## src/rtl/sw_pkg.sv

```systemverilog
// Shared Smith-Waterman definitions: base encodings, CIGAR op codes,
// scoring constants and the CIGAR encoder FSM states.
package sw_pkg;

    // Base encodings on the aligned sequence buses
    localparam logic [1:0] BASE_A = 2'b00;
    localparam logic [1:0] BASE_T = 2'b01;
    localparam logic [1:0] BASE_G = 2'b10;
    localparam logic [1:0] BASE_C = 2'b11;

    // CIGAR operation codes as they appear on op_code
    typedef enum logic [1:0] {
        OP_M = 2'd0,
        OP_X = 2'd1,
        OP_I = 2'd2,
        OP_D = 2'd3
    } cigar_op_e;

    // Scoring constants, shared with the aligner core
    localparam int MATCH_SCORE    = 3;
    localparam int MISMATCH_SCORE = -1;
    localparam int GAP_SCORE      = -2;

    // CIGAR encoder control states
    typedef enum logic [1:0] {
        ST_IDLE = 2'd0,
        ST_SCAN = 2'd1,
        ST_EMIT = 2'd2,
        ST_FIN  = 2'd3
    } enc_state_e;

    // Score contribution of one aligned position of the given class
    function automatic int op_score(cigar_op_e op);
        case (op)
            OP_M:    return MATCH_SCORE;
            OP_X:    return MISMATCH_SCORE;
            default: return GAP_SCORE;
        endcase
    endfunction

endpackage

```

## src/rtl/sw_cigar_encoder_if.sv

```systemverilog
// Result-in / CIGAR-out bundle of the CIGAR encoder.
// master = aligner/host side, slave = encoder side.
interface sw_cigar_encoder_if #(
    parameter int ALIGN_LEN  = 25,
    parameter int BASE_WIDTH = 2,
    parameter int RUN_W      = 3,
    parameter int SCORE_W    = 16
);
    // Result input stream
    logic                            in_valid;
    logic                            in_ready;
    logic [ALIGN_LEN*BASE_WIDTH-1:0] aligned_ref_seq;
    logic [ALIGN_LEN*BASE_WIDTH-1:0] aligned_query_seq;
    logic [ALIGN_LEN-1:0]            ref_gap_mask;
    logic [ALIGN_LEN-1:0]            query_gap_mask;
    logic [7:0]                      alignment_length;

    // CIGAR op output stream
    logic                            op_valid;
    logic                            op_ready;
    logic [1:0]                      op_code;
    logic [RUN_W-1:0]                op_len;
    logic                            op_last;
    logic [SCORE_W-1:0]              score;

    // Status
    logic                            done;
    logic                            err;

    modport master (
        output in_valid, aligned_ref_seq, aligned_query_seq,
               ref_gap_mask, query_gap_mask, alignment_length, op_ready,
        input  in_ready, op_valid, op_code, op_len, op_last, score, done, err
    );

    modport slave (
        input  in_valid, aligned_ref_seq, aligned_query_seq,
               ref_gap_mask, query_gap_mask, alignment_length, op_ready,
        output in_ready, op_valid, op_code, op_len, op_last, score, done, err
    );

endinterface

```

## src/rtl/sw_cigar_classify.sv

```systemverilog
// Combinational classifier for one aligned position: M/X/I/D plus a flag
// for the illegal case where both sequences claim a gap.
module sw_cigar_classify
    import sw_pkg::*;
#(
    parameter int BASE_WIDTH = 2
) (
    input  logic [BASE_WIDTH-1:0] ref_base,
    input  logic [BASE_WIDTH-1:0] query_base,
    input  logic                  ref_gap,
    input  logic                  query_gap,
    output cigar_op_e             op_class,
    output logic                  both_gap
);

    // Query gap wins over ref gap, so a double gap degrades to D
    always_comb begin
        both_gap = ref_gap & query_gap;
        if (query_gap) begin
            op_class = OP_D;
        end else if (ref_gap) begin
            op_class = OP_I;
        end else if (ref_base == query_base) begin
            op_class = OP_M;
        end else begin
            op_class = OP_X;
        end
    end

endmodule

```

## src/rtl/sw_cigar_encoder.sv

```systemverilog
// Streaming CIGAR encoder: walks a captured alignment from its start
// (highest index) down to index 0 and emits run-length ops.
// Optional score accumulator is compiled in when SW_CIGAR_SCORE_EN is defined;
// otherwise score is tied to 0.
module sw_cigar_encoder
    import sw_pkg::*;
#(
    parameter int ALIGN_LEN  = 25,
    parameter int BASE_WIDTH = 2,
    parameter int RUN_W      = 3,
    parameter int SCORE_W    = 16
) (
    input logic              clk,
    input logic              rst_n,
    sw_cigar_encoder_if.slave bus
);

    localparam int               IDX_W     = (ALIGN_LEN > 1) ? $clog2(ALIGN_LEN) : 1;
    localparam logic [RUN_W-1:0] RUN_MAX   = '1;
    localparam logic [7:0]       ALIGN_MAX = 8'(ALIGN_LEN);

    enc_state_e                      state_reg, state_next;
    logic [ALIGN_LEN*BASE_WIDTH-1:0] ref_reg;
    logic [ALIGN_LEN*BASE_WIDTH-1:0] qry_reg;
    logic [ALIGN_LEN-1:0]            rgap_reg;
    logic [ALIGN_LEN-1:0]            qgap_reg;
    logic [IDX_W-1:0]                idx_reg, idx_next;
    cigar_op_e                       run_class_reg, run_class_next;
    logic [RUN_W-1:0]                run_len_reg, run_len_next;
    logic                            last_reg, last_next;
    logic                            err_reg, err_next;
    logic                            capture;
    logic                            consume;
    logic [7:0]                      len_clamped;

    logic [BASE_WIDTH-1:0]           cur_ref;
    logic [BASE_WIDTH-1:0]           cur_qry;
    cigar_op_e                       cur_class;
    logic                            cur_both;

    assign len_clamped = (bus.alignment_length > ALIGN_MAX) ? ALIGN_MAX : bus.alignment_length;
    assign cur_ref     = ref_reg[idx_reg*BASE_WIDTH +: BASE_WIDTH];
    assign cur_qry     = qry_reg[idx_reg*BASE_WIDTH +: BASE_WIDTH];

    sw_cigar_classify #(
        .BASE_WIDTH (BASE_WIDTH)
    ) u_classify (
        .ref_base   (cur_ref),
        .query_base (cur_qry),
        .ref_gap    (rgap_reg[idx_reg]),
        .query_gap  (qgap_reg[idx_reg]),
        .op_class   (cur_class),
        .both_gap   (cur_both)
    );

    // Next-state logic: accept, scan/extend the current run, emit, finish
    always_comb begin
        state_next     = state_reg;
        idx_next       = idx_reg;
        run_class_next = run_class_reg;
        run_len_next   = run_len_reg;
        last_next      = last_reg;
        err_next       = err_reg;
        capture        = 1'b0;
        consume        = 1'b0;
        case (state_reg)
            ST_IDLE: begin
                if (bus.in_valid) begin
                    capture        = 1'b1;
                    err_next       = 1'b0;
                    run_len_next   = '0;
                    run_class_next = OP_M;
                    last_next      = 1'b0;
                    idx_next       = IDX_W'(len_clamped - 8'd1);
                    state_next     = (len_clamped == 8'd0) ? ST_FIN : ST_SCAN;
                end
            end
            ST_SCAN: begin
                if (run_len_reg == '0) begin
                    run_class_next = cur_class;
                    run_len_next   = RUN_W'(1);
                    consume        = 1'b1;
                end else if (cur_class == run_class_reg && run_len_reg != RUN_MAX) begin
                    run_len_next   = run_len_reg + RUN_W'(1);
                    consume        = 1'b1;
                end else begin
                    // Position idx stays unconsumed; it opens the next run
                    last_next  = 1'b0;
                    state_next = ST_EMIT;
                end
                if (consume) begin
                    if (cur_both) begin
                        err_next = 1'b1;
                    end
                    if (idx_reg == '0) begin
                        last_next  = 1'b1;
                        state_next = ST_EMIT;
                    end else begin
                        idx_next = idx_reg - IDX_W'(1);
                    end
                end
            end
            ST_EMIT: begin
                if (bus.op_ready) begin
                    if (last_reg) begin
                        state_next = ST_FIN;
                    end else begin
                        run_len_next = '0;
                        state_next   = ST_SCAN;
                    end
                end
            end
            default: begin
                state_next = ST_IDLE;
            end
        endcase
    end

    // Control and captured-result registers
    always_ff @(posedge clk or negedge rst_n) begin
        if (!rst_n) begin
            state_reg     <= ST_IDLE;
            idx_reg       <= '0;
            run_class_reg <= OP_M;
            run_len_reg   <= '0;
            last_reg      <= 1'b0;
            err_reg       <= 1'b0;
            ref_reg       <= '0;
            qry_reg       <= '0;
            rgap_reg      <= '0;
            qgap_reg      <= '0;
        end else begin
            state_reg     <= state_next;
            idx_reg       <= idx_next;
            run_class_reg <= run_class_next;
            run_len_reg   <= run_len_next;
            last_reg      <= last_next;
            err_reg       <= err_next;
            if (capture) begin
                ref_reg  <= bus.aligned_ref_seq;
                qry_reg  <= bus.aligned_query_seq;
                rgap_reg <= bus.ref_gap_mask;
                qgap_reg <= bus.query_gap_mask;
            end
        end
    end

`ifdef SW_CIGAR_SCORE_EN
    logic signed [SCORE_W-1:0] score_reg;

    // Score accumulates once per consumed position; cleared on accept
    always_ff @(posedge clk or negedge rst_n) begin
        if (!rst_n) begin
            score_reg <= '0;
        end else if (capture) begin
            score_reg <= '0;
        end else if (consume) begin
            score_reg <= score_reg + SCORE_W'(op_score(cur_class));
        end
    end

    assign bus.score = score_reg;
`else
    assign bus.score = '0;
`endif

    assign bus.in_ready = (state_reg == ST_IDLE);
    assign bus.op_valid = (state_reg == ST_EMIT);
    assign bus.op_code  = (state_reg == ST_EMIT) ? 2'(run_class_reg) : 2'b00;
    assign bus.op_len   = (state_reg == ST_EMIT) ? run_len_reg : '0;
    assign bus.op_last  = (state_reg == ST_EMIT) ? last_reg : 1'b0;
    assign bus.done     = (state_reg == ST_FIN);
    assign bus.err      = err_reg;

endmodule

```

## src/flat_wrapper.sv

```systemverilog
// flat-port wrapper written by rule: the top's interface ports become plain ports
module sw_cigar_encoder_flat import sw_pkg::*;
#(
    parameter int ALIGN_LEN  = 25,
    parameter int BASE_WIDTH = 2,
    parameter int RUN_W      = 3,
    parameter int SCORE_W    = 16
)
  (clk, rst_n, bus_in_valid, bus_aligned_ref_seq, bus_aligned_query_seq, bus_ref_gap_mask, bus_query_gap_mask, bus_alignment_length, bus_op_ready, bus_in_ready, bus_op_valid, bus_op_code, bus_op_len, bus_op_last, bus_score, bus_done, bus_err);
  sw_cigar_encoder_if #(.ALIGN_LEN(ALIGN_LEN), .BASE_WIDTH(BASE_WIDTH), .RUN_W(RUN_W), .SCORE_W(SCORE_W)) bus_i ();
  input logic clk;
  input logic rst_n;
  input wire logic [$bits(bus_i.in_valid)-1:0] bus_in_valid;
  input wire logic [$bits(bus_i.aligned_ref_seq)-1:0] bus_aligned_ref_seq;
  input wire logic [$bits(bus_i.aligned_query_seq)-1:0] bus_aligned_query_seq;
  input wire logic [$bits(bus_i.ref_gap_mask)-1:0] bus_ref_gap_mask;
  input wire logic [$bits(bus_i.query_gap_mask)-1:0] bus_query_gap_mask;
  input wire logic [$bits(bus_i.alignment_length)-1:0] bus_alignment_length;
  input wire logic [$bits(bus_i.op_ready)-1:0] bus_op_ready;
  output wire logic [$bits(bus_i.in_ready)-1:0] bus_in_ready;
  output wire logic [$bits(bus_i.op_valid)-1:0] bus_op_valid;
  output wire logic [$bits(bus_i.op_code)-1:0] bus_op_code;
  output wire logic [$bits(bus_i.op_len)-1:0] bus_op_len;
  output wire logic [$bits(bus_i.op_last)-1:0] bus_op_last;
  output wire logic [$bits(bus_i.score)-1:0] bus_score;
  output wire logic [$bits(bus_i.done)-1:0] bus_done;
  output wire logic [$bits(bus_i.err)-1:0] bus_err;
  assign bus_i.in_valid = bus_in_valid;
  assign bus_i.aligned_ref_seq = bus_aligned_ref_seq;
  assign bus_i.aligned_query_seq = bus_aligned_query_seq;
  assign bus_i.ref_gap_mask = bus_ref_gap_mask;
  assign bus_i.query_gap_mask = bus_query_gap_mask;
  assign bus_i.alignment_length = bus_alignment_length;
  assign bus_i.op_ready = bus_op_ready;
  assign bus_in_ready = bus_i.in_ready;
  assign bus_op_valid = bus_i.op_valid;
  assign bus_op_code = bus_i.op_code;
  assign bus_op_len = bus_i.op_len;
  assign bus_op_last = bus_i.op_last;
  assign bus_score = bus_i.score;
  assign bus_done = bus_i.done;
  assign bus_err = bus_i.err;
  sw_cigar_encoder #(.ALIGN_LEN(ALIGN_LEN), .BASE_WIDTH(BASE_WIDTH), .RUN_W(RUN_W), .SCORE_W(SCORE_W)) u_core (.clk(clk), .rst_n(rst_n), .bus(bus_i));
endmodule
```

## config.mk

```make
export PLATFORM = sky130hd
export DESIGN_NAME = sw_cigar_encoder_flat
export DESIGN_NICKNAME = d
export VERILOG_FILES = /design/src/rtl/sw_pkg.sv /design/src/rtl/sw_cigar_encoder_if.sv /design/src/rtl/sw_cigar_classify.sv /design/src/rtl/sw_cigar_encoder.sv /design/src/flat_wrapper.sv
export SDC_FILE = /design/constraint.sdc
export NUM_CORES = 1
export LEC_CHECK = 0
export ABC_AREA = 1
export CORE_UTILIZATION = 50
export CTS_CLUSTER_DIAMETER = 100
export CTS_CLUSTER_SIZE = 20
export DETAILED_ROUTE_END_ITERATION = 12
export GPL_TIMING_DRIVEN = 1
export HOLD_SLACK_MARGIN = 0.12
export PLACE_DENSITY = 0.8
export SETUP_SLACK_MARGIN = 0.5
export SKIP_CTS_REPAIR_TIMING = 1
export SLEW_MARGIN = 10
export SYNTH_ARGS = -nofsm -noshare
export SYNTH_HDL_FRONTEND = slang
export SYNTH_SLANG_ARGS = --single-unit
```

## constraint.sdc

```tcl
create_clock -name clk -period 2.7 [get_ports clk]
set_clock_uncertainty 0.15 [all_clocks]
set_input_delay 0.675 -clock clk [delete_from_list [all_inputs] [get_ports clk]]
set_output_delay 0.675 -clock clk [all_outputs]
set_load 0.01 [all_outputs]
```

==> results.md, run 1 <==
- Final setup viols: 0
- CP Data Required Time: about 2.9 ns
- Gpl congestion: 0.808
- Max Cap Viol: 0
- Layout area overhead: 38.3%
- Switching Fraction: 41.5%
- Slowest-stage cell, CP: dfrtp_2
- First-pass GRT wire length: about 36 mm
- Synth top cells by count: nand2_1, dfrtp_1, o21ai_0
- Yosys Warn Count: 0
- Clock Path Buffers: 2
- Cell Area, Synth: about 8300 um^2
- Count leader, synth: nand2_1
- Slew Viols, Final: 0
- Wirelength per Cell: 15.5 um
- Clock transition at the registers of the reported paths: ~0.060 ns
- H-tree levels: 4
- Syn_area_per_cell: 7.30 um^2
- FFs w/ async S/R, synth: 100%
- Post-place setup slack: -0.0379 ns
- Initial drt markers: 570
- Total negative slack: 0 ns
- Period utilisation layout: 96.9%
- Fill count: 1244
- Remaining global-route overflow: 0
- Diodes inserted: 0
- CP Launch Type: flip-flop
- Status: complete, no violations
- Critical Path AT: approximately 2.8 ns
- Worst-margin pin slew: ~0.63 ns
- Share of the synthesized area in the top cell type: 49.6%
- Clock Tree Root: clkbuf_16
- Distinct cells, synth: 32
- Slew margin rel.: 57.9%
- Total die area: 17100 um^2
- Pre-antenna DRT Iters: 5
- Post-synthesis cell count: 1133
- Switching pwr: roughly 5.5 mW
- DR DRC count: 0
- Pint: 7.78 mW
- Initial Utilization: 51.7%
- Hold Crit Class: reg -> reg
- Horiz. Die Dim: 131 um
- Final hold violations: 0
- # IOs: 188
- Initial antenna violation count: 0
- Tmin final: ~2.6 ns
- Utilization after layout: 71.5%
- Leading area contributor after synthesis: dfrtp_1
- Reg2Reg Setup Slack: 0.08 ns
- Vias: 7998
- Peak VDD IR: 0.655 mV
- Post-layout nets: ~1500
- Cell chain of the critical path: inv_8, buf_4, buf_12, o21ai_0, o211ai_1, nand3_1, nand3_1, nand2_2, nand2_1, inv_2, nor2_1, nor2_1, nand3_2, nand3_4, nand3_4, nand2_1, nand2_1
- Largest cells by area after synthesis: dfrtp_1, nand2_1, o21ai_0
- Fraction of power consumed by combinational cells: 47.9%
- Vias in the first global route: 7562
- Power share of the clock group: 20.3%
- Sequential share of the synthesized area: 49.6%
- Pin count of the biggest net entering global routing: 61
- DP HPWL: approximately 15 mm
- Lkg Pwr: 5.68 nW
- RSZ-0062 raised after global routing: true
- Prevailing post-synth register cell: dfrtp_1
- CTS Buf Count: 17
- Clk_lat worst skew: 0.43 ns
- WS Path Type: reg -> reg
- Critical path capture point type: flip-flop
- Final ANT Viol Nets: 0
- CP max FO: 23
- Seq pwr share: a little under a third
- Post-synth EDFFs: 0
- Worst path max stage delay: around 0.51 ns
- Crit path top cell by count: nand2_1
- Final WL: approximately 24 mm
- Rows: 46
- Sink Count: 164
- Max frequency: 382 MHz
- Vias per cell: 5.20
- Core area: 16000 um^2
- Synth Register Bits: between 150 and 200
- Share of layout cells above drive strength 1: 11.2%
- Final worst slack: ~0.082 ns
- PortBufs: 171
- TritonCTS clock tree: yes
- Die height: about 130 um
- Gr usage total: 27.5%
- Pwr dens: 1160 nW/um^2
[power groups by stage]
| stage | combinational (mW) | clock (mW) | sequential, mW |
|---|---|---|---|
| CTS | 5.61 | 2.72 | 4.17 |
| global route | 7.09 | 2.82 | 4.34 |
| global placement | 5.37 | 0 | 4.16 |
| finish | 6.38 | 2.71 | 4.23 |
| floorplan | 3.94 | 0 | 4.02 |
| detailed placement | 5.52 | 0 | 4.20 |
[per-layer routing]
layer | share of wire, % | wire length [um] | track usage, %
met5 | 0 | 0 | 0
met4 | 1.9 | 452 | 9.26
met3 | 6.7 | 1590 | 4.97
met2 | 48 | 11500 | 45.6
met1 | 43 | 10300 | 36.4
[cell usage in the layout (no fill, tap or decap), drive strengths merged]
master,instances
nand2,470
dfrtp,164
clkdlybuf4s50,161
o21ai,115
inv,104
nor2,78
nand3,73
buf,51
clkbuf,22
conb,16
o211ai,15
a21oi,8
nand4,6
o22ai,5
bufinv,5
nor3,5
clkinv,5
dlymetal6s2s,4
ha,4
xor2,2
clkinvlp,2
or2,2
a31oi,1
nor4,1
xnor2,1
a22o,1
dlygate4sd3,1
[per-stage QoR]
stage | instances | power [mW] | area [um^2] | hold slack (ns)
after CTS | 1521 | 12.5 | 11000 | 0.0385
after global placement | 1489 | 9.53 | 10300 | 0.306
after floorplan | 1148 | 7.96 | 8390 | 0.229
after global routing | 1538 | 14.2 | 11400 | 0.350
after detailed placement | 1489 | 9.72 | 10300 | 0.310
final | 1538 | 13.3 | 11400 | 0.325
[kinds of logic after synthesis]
kind of cell               Yosys count  synth area share (%)
and+or+nand+nor                    635                  30.7
DFF                                164                  49.6
adders and majority gates            4                 0.605
buffers and inverters              181                  9.39
other                                1                0.0453
xor gates and xnor gates             3                 0.318
AOI/OAI and AO/OA                  145                  9.36
[final timing paths]
check,startpoint,cells past startpoint,end
worst max-delay path,u_core.idx_reg[0],17,u_core.idx_reg[4]
worst min-delay path,u_core.qry_reg[26],2,u_core.qry_reg[26]
worst max register to register,u_core.idx_reg[0],17,u_core.idx_reg[4]
worst min register to register,u_core.qry_reg[26],2,u_core.qry_reg[26]
max in group asynchronous,rst_n,3,u_core.qgap_reg[9]
min in group asynchronous,rst_n,2,u_core.qry_reg[17]
[critical path: cells and delay by family, from the launching register on]
kind / cells / cell delay [ns]
and+or+nand+nor: 11 / 1.10
DFF: 1 / 0.51
buffers and inverters: 4 / 0.44
AOI/OAI and AO/OA: 2 / 0.30
[cell type report]
cell class / instances / area [um^2] / area share (%)
flip-flops and latches: 164 / 4110 / 35.9
multi-input cells: 803 / 3690 / 32.3
repair buffers: 219 / 2300 / 20.1
clock buffers: 20 / 457 / 3.99
inverters: 104 / 408 / 3.57
well taps: 216 / 270 / 2.36
clock inverters: 12 / 201 / 1.76
(Power assumes the default switching activity.)
==> run 2: changes to the inputs <==
--- a/config.mk
+++ b/config.mk
@@ -6,6 +6,7 @@
 export NUM_CORES = 1
 export LEC_CHECK = 0
 export ABC_AREA = 1
+export CORE_MARGIN = 2
 export CORE_UTILIZATION = 50
 export CTS_CLUSTER_DIAMETER = 100
 export CTS_CLUSTER_SIZE = 20
==> results.md, run 2 (synthesized netlist as in run 1, its figures left out) <==
- Finished Layout Cells: 1554 (+1.0%)
- Vias in the first global route: 7608 (+0.61%)
- Initial drt markers: 642 (+13%)
- DP HPWL: 15.5 mm (+0.28%)
- Gpl congestion: 0.878 (+8.6%)
- Vias per cell: 5.12 (-1.5%)
- Wirelength per Cell: 15.3 um (-1.3%)
- R2r endpoint: u_core.idx_reg[3]
- Sink Count: 164 (unchanged)
- Gr usage total: 26.0% (-1.4 points)
- Tmin final: 2.61 ns (-0.0108 ns)
- Worst Reg-to-Reg Cells: 20 (+3)
- Slew margin rel.: 63.3% (+5.4 points)
- Core area: 16300 um^2 (+2.2%)
- Hold Crit Class: reg -> reg
- Period utilisation layout: 96.5% (-0.40 points)
- Final setup viols: 0 (unchanged)
- Diodes inserted: 0 (unchanged)
- Most frequent cells in the layout: nand2_1, clkdlybuf4s50_1, dfrtp_1
- Vias: 7964 (-0.43%)
- Crit path top cell by count: nand2_2
- # IOs: 188 (unchanged)
- CTS Buf Count: 17 (unchanged)
- CP Launch Point: u_core.idx_reg[0]
- RSZ-0062 raised after global routing: true
- Clock Path Buffers: 2 (unchanged)
- Placed cell count: 1495 (+0.40%)
- Pwr dens: 1160 nW/um^2 (-0.13%)
- Worst r2r src: u_core.idx_reg[0]
- Grt met1 use: 34.7% (-1.6 points)
- Lkg Pwr: 5.72 nW (+0.63%)
- Layout area overhead: 39.2%
- Clock Tree Root: clkbuf_16
- Peak VDD IR: 0.629 mV (-3.9%)
- Global route hottest layer: met2
- Clk_lat worst skew: 0.42 ns (about the same)
- Clock transition at the registers of the reported paths: 0.06 ns (about the same)
- Horiz. Die Dim: 133 um (+1.5%)
- Rows: 47 (+2.2%)
- Final ANT Viol Nets: 0 (unchanged)
- Die height: 133 um (+1.5%)
- Fill count: 1339 (+7.6%)
- Max frequency: 384 MHz (+0.41%)
- Pre-antenna DRT Iters: 5 (unchanged)
- Slowest-stage cell, CP: dfrtp_2
- Critical path capture point type: flip-flop
- Final hold violations: 0 (unchanged)
- CP Data Required Time: 2.86 ns (about the same)
- PortBufs: 171 (unchanged)
- Commonest non-fill, non-tap cell in the layout: nand2_1
- Worst-margin pin slew: 0.551 ns (-0.0814 ns)
- CP max FO: 21 (-8.7%)
- Overall Power: 13.4 mW (+0.50%)
- Crit path capture: u_core.idx_reg[3]
- Initial Utilization: 50.6% (-1.1 points)
- Max Cap Viol: 0 (unchanged)
- Share of layout cells above drive strength 1: 12.1% (+0.87 points)
- Final WL: 23.7 mm (-0.28%)
- TritonCTS clock tree: yes
- Initial antenna violation count: 0 (unchanged)
- Cell chain of the critical path: buf_12, buf_12, nor2_4, nor2_1, o21ai_1, nand2_1, nor2_1, nor2_1, nor2_2, nand2_1, nand2_1, nand3_2, nand3_2, nand2_2, nand2_2, nand3_4, nand3_4, nand3_4, nand2_2, nand2_2
- Status: complete, no violations
- DR DRC count: 0 (unchanged)
- Slew Viols, Final: 0 (unchanged)
- Met2 GRT Util: 42.7% (-2.9 points)
- Utilization after layout: 70.4% (-1.1 points)
- Remaining global-route overflow: 0 (unchanged)
- Worst path max stage delay: 0.43 ns (-0.08 ns)
- Post-layout nets: 1487 (+0.81%)
- H-tree levels: 4 (unchanged)
- Pin count of the biggest net entering global routing: 58 (-4.9%)
- WS Path Type: reg -> reg
- Met3 GRT Util: 5.33% (+0.36 points)
- Reg2Reg Setup Slack: 0.09 ns (about the same)
- CP Launch Type: flip-flop
- Total die area: 17600 um^2 (+3.1%)
- Critical Path AT: 2.76 ns (-0.02 ns)
- First-pass GRT wire length: 36.5 mm (+1.7%)
==> run 2: cell types whose count changed in the layout (fill, tap and decap cells not counted), moves of 3 or more <==
cell and change:
nand3_1 +7, nor2_2 +9, clkinv_4 +3, clkbuf_16 +3, o21ai_1 +4, o21ai_2 -3
buf_8 -3, nand3_2 -8, nor2_1 -10, buf_4 +10
==> run 2: worst min path at each step <==
stage,startpoint,to,slack (ns),depth (start not counted)
after detailed placement,u_core.qry_reg[31],u_core.qry_reg[31],0.31,2
final,u_core.rgap_reg[10],u_core.rgap_reg[10],0.33,2
after global placement,u_core.qry_reg[3],u_core.qry_reg[3],0.31,2
after global routing,u_core.rgap_reg[10],u_core.rgap_reg[10],0.34,2
after floorplan,rst_n,u_core.bus.err,0.23,0
after CTS,rst_n,u_core.qry_reg[4],0.08,1
==> run 2: cell type report <==
| type | instances | area [um^2] | area share (%) |
|---|---|---|---|
| multi-input combinational | 803 | 3680 | 31.9 |
| timing repair buffer | 231 | 2420 | 21.0 |
| clock buffer | 19 | 433 | 3.76 |
| tap | 220 | 275 | 2.39 |
| clock inverter | 13 | 184 | 1.60 |
| inverter | 104 | 417 | 3.62 |
| sequential | 164 | 4110 | 35.7 |
==> run 2: through the flow <==
step | setup WS [ns] | hold WS [ns] | TNS, ns | area (um^2)
3_3_place_gp | -0.0154 | 0.306 | -0.0154 | 10300
6_report | 0.0933 | 0.327 | 0 | 11500
3_5_place_dp | -0.0826 | 0.311 | -0.0826 | 10300
4_1_cts | -0.101 | 0.0850 | -0.198 | 10900
2_1_floorplan | 0.495 | 0.229 | 0 | 8390
5_1_grt | -0.0318 | 0.341 | -0.135 | 11500
==> run 2: critical path: cells and delay by family, from the launching register on <==
kind,cells,cell delay (ns)
compound gates,1,0.13
buf+inv,2,0.31
flops,1,0.43
simple gates,17,1.44
==> run 2: report_power, final <==
group | total [mW] | switching [mW] | leakage (nW) | internal (mW)
Sequential | 4.24 | 0.610 | 2.03 | 3.63
Clock | 2.54 | 0.988 | 0.305 | 1.55
Combinational | 6.60 | 3.93 | 3.38 | 2.67
Total | 13.4 | 5.53 | 5.72 | 7.84
==> run 2: per-layer routing <==
layer  wire, um  vias up
li1           -     3875
met1       9970     3739
met2      11600      310
met3       1650       40
met4        511        0
met5          0        -
==> run 3: changes to the inputs <==
==> constraint.sdc (replaced) <==
create_clock -name clk -period 3.1 [get_ports clk]
set_clock_uncertainty 0.15 [all_clocks]
set_input_delay 0.775 -clock clk [delete_from_list [all_inputs] [get_ports clk]]
set_output_delay 0.775 -clock clk [all_outputs]
set_load 0.01 [all_outputs]
==> results.md, run 3 (synthesized netlist as in run 1, its figures left out) <==
- Switching pwr: 4.79 mW (-13%)
- Switching Fraction: 41.0% (-0.38 points)
- Worst r2r src: u_core.idx_reg[0]
- Minimum hold slack: 0.160 ns (-0.166 ns)
- RSZ-0062 raised after global routing: true
- R2r endpoint: u_core.state_reg[0]
- Initial drt markers: 668 (+4.0%)
- Vias: 8006 (+0.53%)
- FF+latch area: 4110 um^2 (about the same)
- Status: complete, no violations
- WS Path Type: reg -> reg
- CTS Buf Count: 17 (unchanged)
- Sink Count: 164 (unchanged)
- CP Launch Point: u_core.idx_reg[0]
- Pin count of the biggest net entering global routing: 86 (+48%)
- Worst-margin pin slew: 0.591 ns (+0.0403 ns)
- Clock Tree Root: clkbuf_16
- Hold Crit Class: in -> async
- Initial antenna violation count: 0 (unchanged)
- CP Data Required Time: 3.30 ns (+0.44 ns)
- Total die area: 17600 um^2 (unchanged)
- Clock transition at the registers of the reported paths: 0.06 ns (about the same)
- Critical path capture point type: flip-flop
- Max frequency: 360 MHz (-6.2%)
- Core area: 16300 um^2 (unchanged)
- Cell count along the critical path: 18 (-10%)
- Crit path capture: u_core.state_reg[0]
- Cell chain of the critical path: buf_6, buf_12, nor2_4, nor2_1, o21ai_1, o21ai_1, o211ai_1, nand3_1, nand2_4, nand2_2, inv_2, nor2_2, nor2_1, nand3_2, buf_4, nand2_1, nand2_1, a21oi_2
- Die height: 133 um (unchanged)
- Clk_lat worst skew: 0.43 ns (about the same)
- Total negative slack: 0 ns (unchanged)
- Final setup viols: 0 (unchanged)
- # IOs: 188 (unchanged)
- Power share of the clock group: 20.2% (+1.2 points)
- Fill count: 1295 (-3.3%)
- Commonest non-fill, non-tap cell in the layout: nand2_1
- Multi-input logic area: 3690 um^2 (+0.27%)
- Period utilisation layout: 89.7% (-6.9 points)
- WP buf/inv: 4 (+2)
- Most frequent cells in the layout: nand2_1, clkdlybuf4s50_1, dfrtp_1
- Post-layout nets: 1466 (-1.4%)
- Layout area overhead: 38.3%
- Pre-antenna DRT Iters: 6 (+1)
- Diodes inserted: 0 (unchanged)
- Gr usage total: 26.3% (+0.30 points)
- Share of layout cells above drive strength 1: 10.4% (-1.6 points)
- Seq pwr share: 31.8% (about the same)
- Pint: 6.90 mW (-12%)
- DR DRC count: 0 (unchanged)
- First-pass GRT wire length: 37.2 mm (+1.9%)
- H-tree levels: 4 (unchanged)
- Pwr dens: 1020 nW/um^2 (-12%)
- Initial Utilization: 50.6% (unchanged)
- Final WL: 23.9 mm (+0.66%)
- Final hold violations: 0 (unchanged)
- Remaining global-route overflow: 0 (unchanged)
- Max Cap Viol: 0 (unchanged)
- PortBufs: 171 (unchanged)
- Gpl congestion: 0.857 (-2.4%)
- Vias per cell: 5.23 (+2.0%)
- CP Launch Type: flip-flop
- Slew margin rel.: 60.6% (-2.7 points)
- Post-place setup slack: 0.0401 ns (+0.123 ns)
- Slew Viols, Final: 0 (unchanged)
- Vias in the first global route: 7638 (+0.39%)
- Tmin final: 2.78 ns (+0.173 ns)
- Fraction of power consumed by combinational cells: 47.9% (-1.5 points)
- Worst Reg-to-Reg Cells: 18 (-10%)
- Final ANT Viol Nets: 0 (unchanged)
- Peak VDD IR: 0.521 mV (-17%)
- Critical Path AT: 2.98 ns (+0.22 ns)
- Horiz. Die Dim: 133 um (unchanged)
- Lkg Pwr: 5.69 nW (-0.47%)
- Reg2Reg Setup Slack: 0.32 ns (+0.23 ns)
- Slowest-stage cell, CP: dfrtp_4
- CP max FO: 7 (-67%)
- Rows: 47 (unchanged)
- DP HPWL: 15.2 mm (-1.8%)
- Clock Path Buffers: 2 (unchanged)
- Final worst slack: 0.320 ns (+0.227 ns)
- Wirelength per Cell: 15.6 um (+2.1%)
- TritonCTS clock tree: yes
- Worst path max stage delay: 0.59 ns (+0.16 ns)
- Kind of cell adding the most delay to the critical path: simple AND/OR/NAND/NOR gates
==> run 3: power groups by stage <==
stage / Clock (mW) / Combinational (mW) / Sequential [mW]
after detailed placement: 0 / 4.65 / 3.65
final: 2.36 / 5.61 / 3.73
after global placement: 0 / 4.52 / 3.61
after global routing: 2.45 / 6.29 / 3.82
after CTS: 2.38 / 4.71 / 3.63
after floorplan: 0 / 3.38 / 3.50
==> run 3: worst min path at each step <==
stage	startpoint	end	slack [ns]	cells after the start
final	rst_n	u_core.qry_reg[9]	0.16	1
after global routing	rst_n	u_core.qry_reg[9]	0.21	1
after CTS	rst_n	u_core.qry_reg[21]	0.18	1
after detailed placement	u_core.qry_reg[19]	u_core.qry_reg[19]	0.31	2
after global placement	u_core.qry_reg[18]	u_core.qry_reg[18]	0.31	2
after floorplan	u_core.qgap_reg[10]	u_core.qgap_reg[10]	0.29	2
==> run 3: cell type report <==
type,instances,area share (%)
inverters,104,3.62
multi-input cells,803,32.2
clock buffers,21,3.94
flip-flops and latches,164,35.9
well taps,220,2.41
repair buffers,210,20.1
clock inverters,10,1.78
==> run 3: per-layer routing <==
metal	up-vias	part of all wire (%)	GRT usage, %
met5	-	0	0
met2	307	48	43.0
met4	0	2.6	8.78
met1	3816	44	36.0
li1	3833	-	-
met3	50	5.8	4.48
==> run 3: per-stage QoR <==
stage / instances / power (mW) / utilization [%] / cell area (um^2)
after floorplan: 1148 / 6.87 / - / 8330
after global routing: 1532 / 12.6 / 70.0 / 11400
after CTS: 1514 / 10.7 / 66.3 / 10800
after detailed placement: 1483 / 8.29 / 62.3 / 10200
after global placement: 1483 / 8.13 / 62.3 / 10200
final: 1532 / 11.7 / 70.0 / 11400
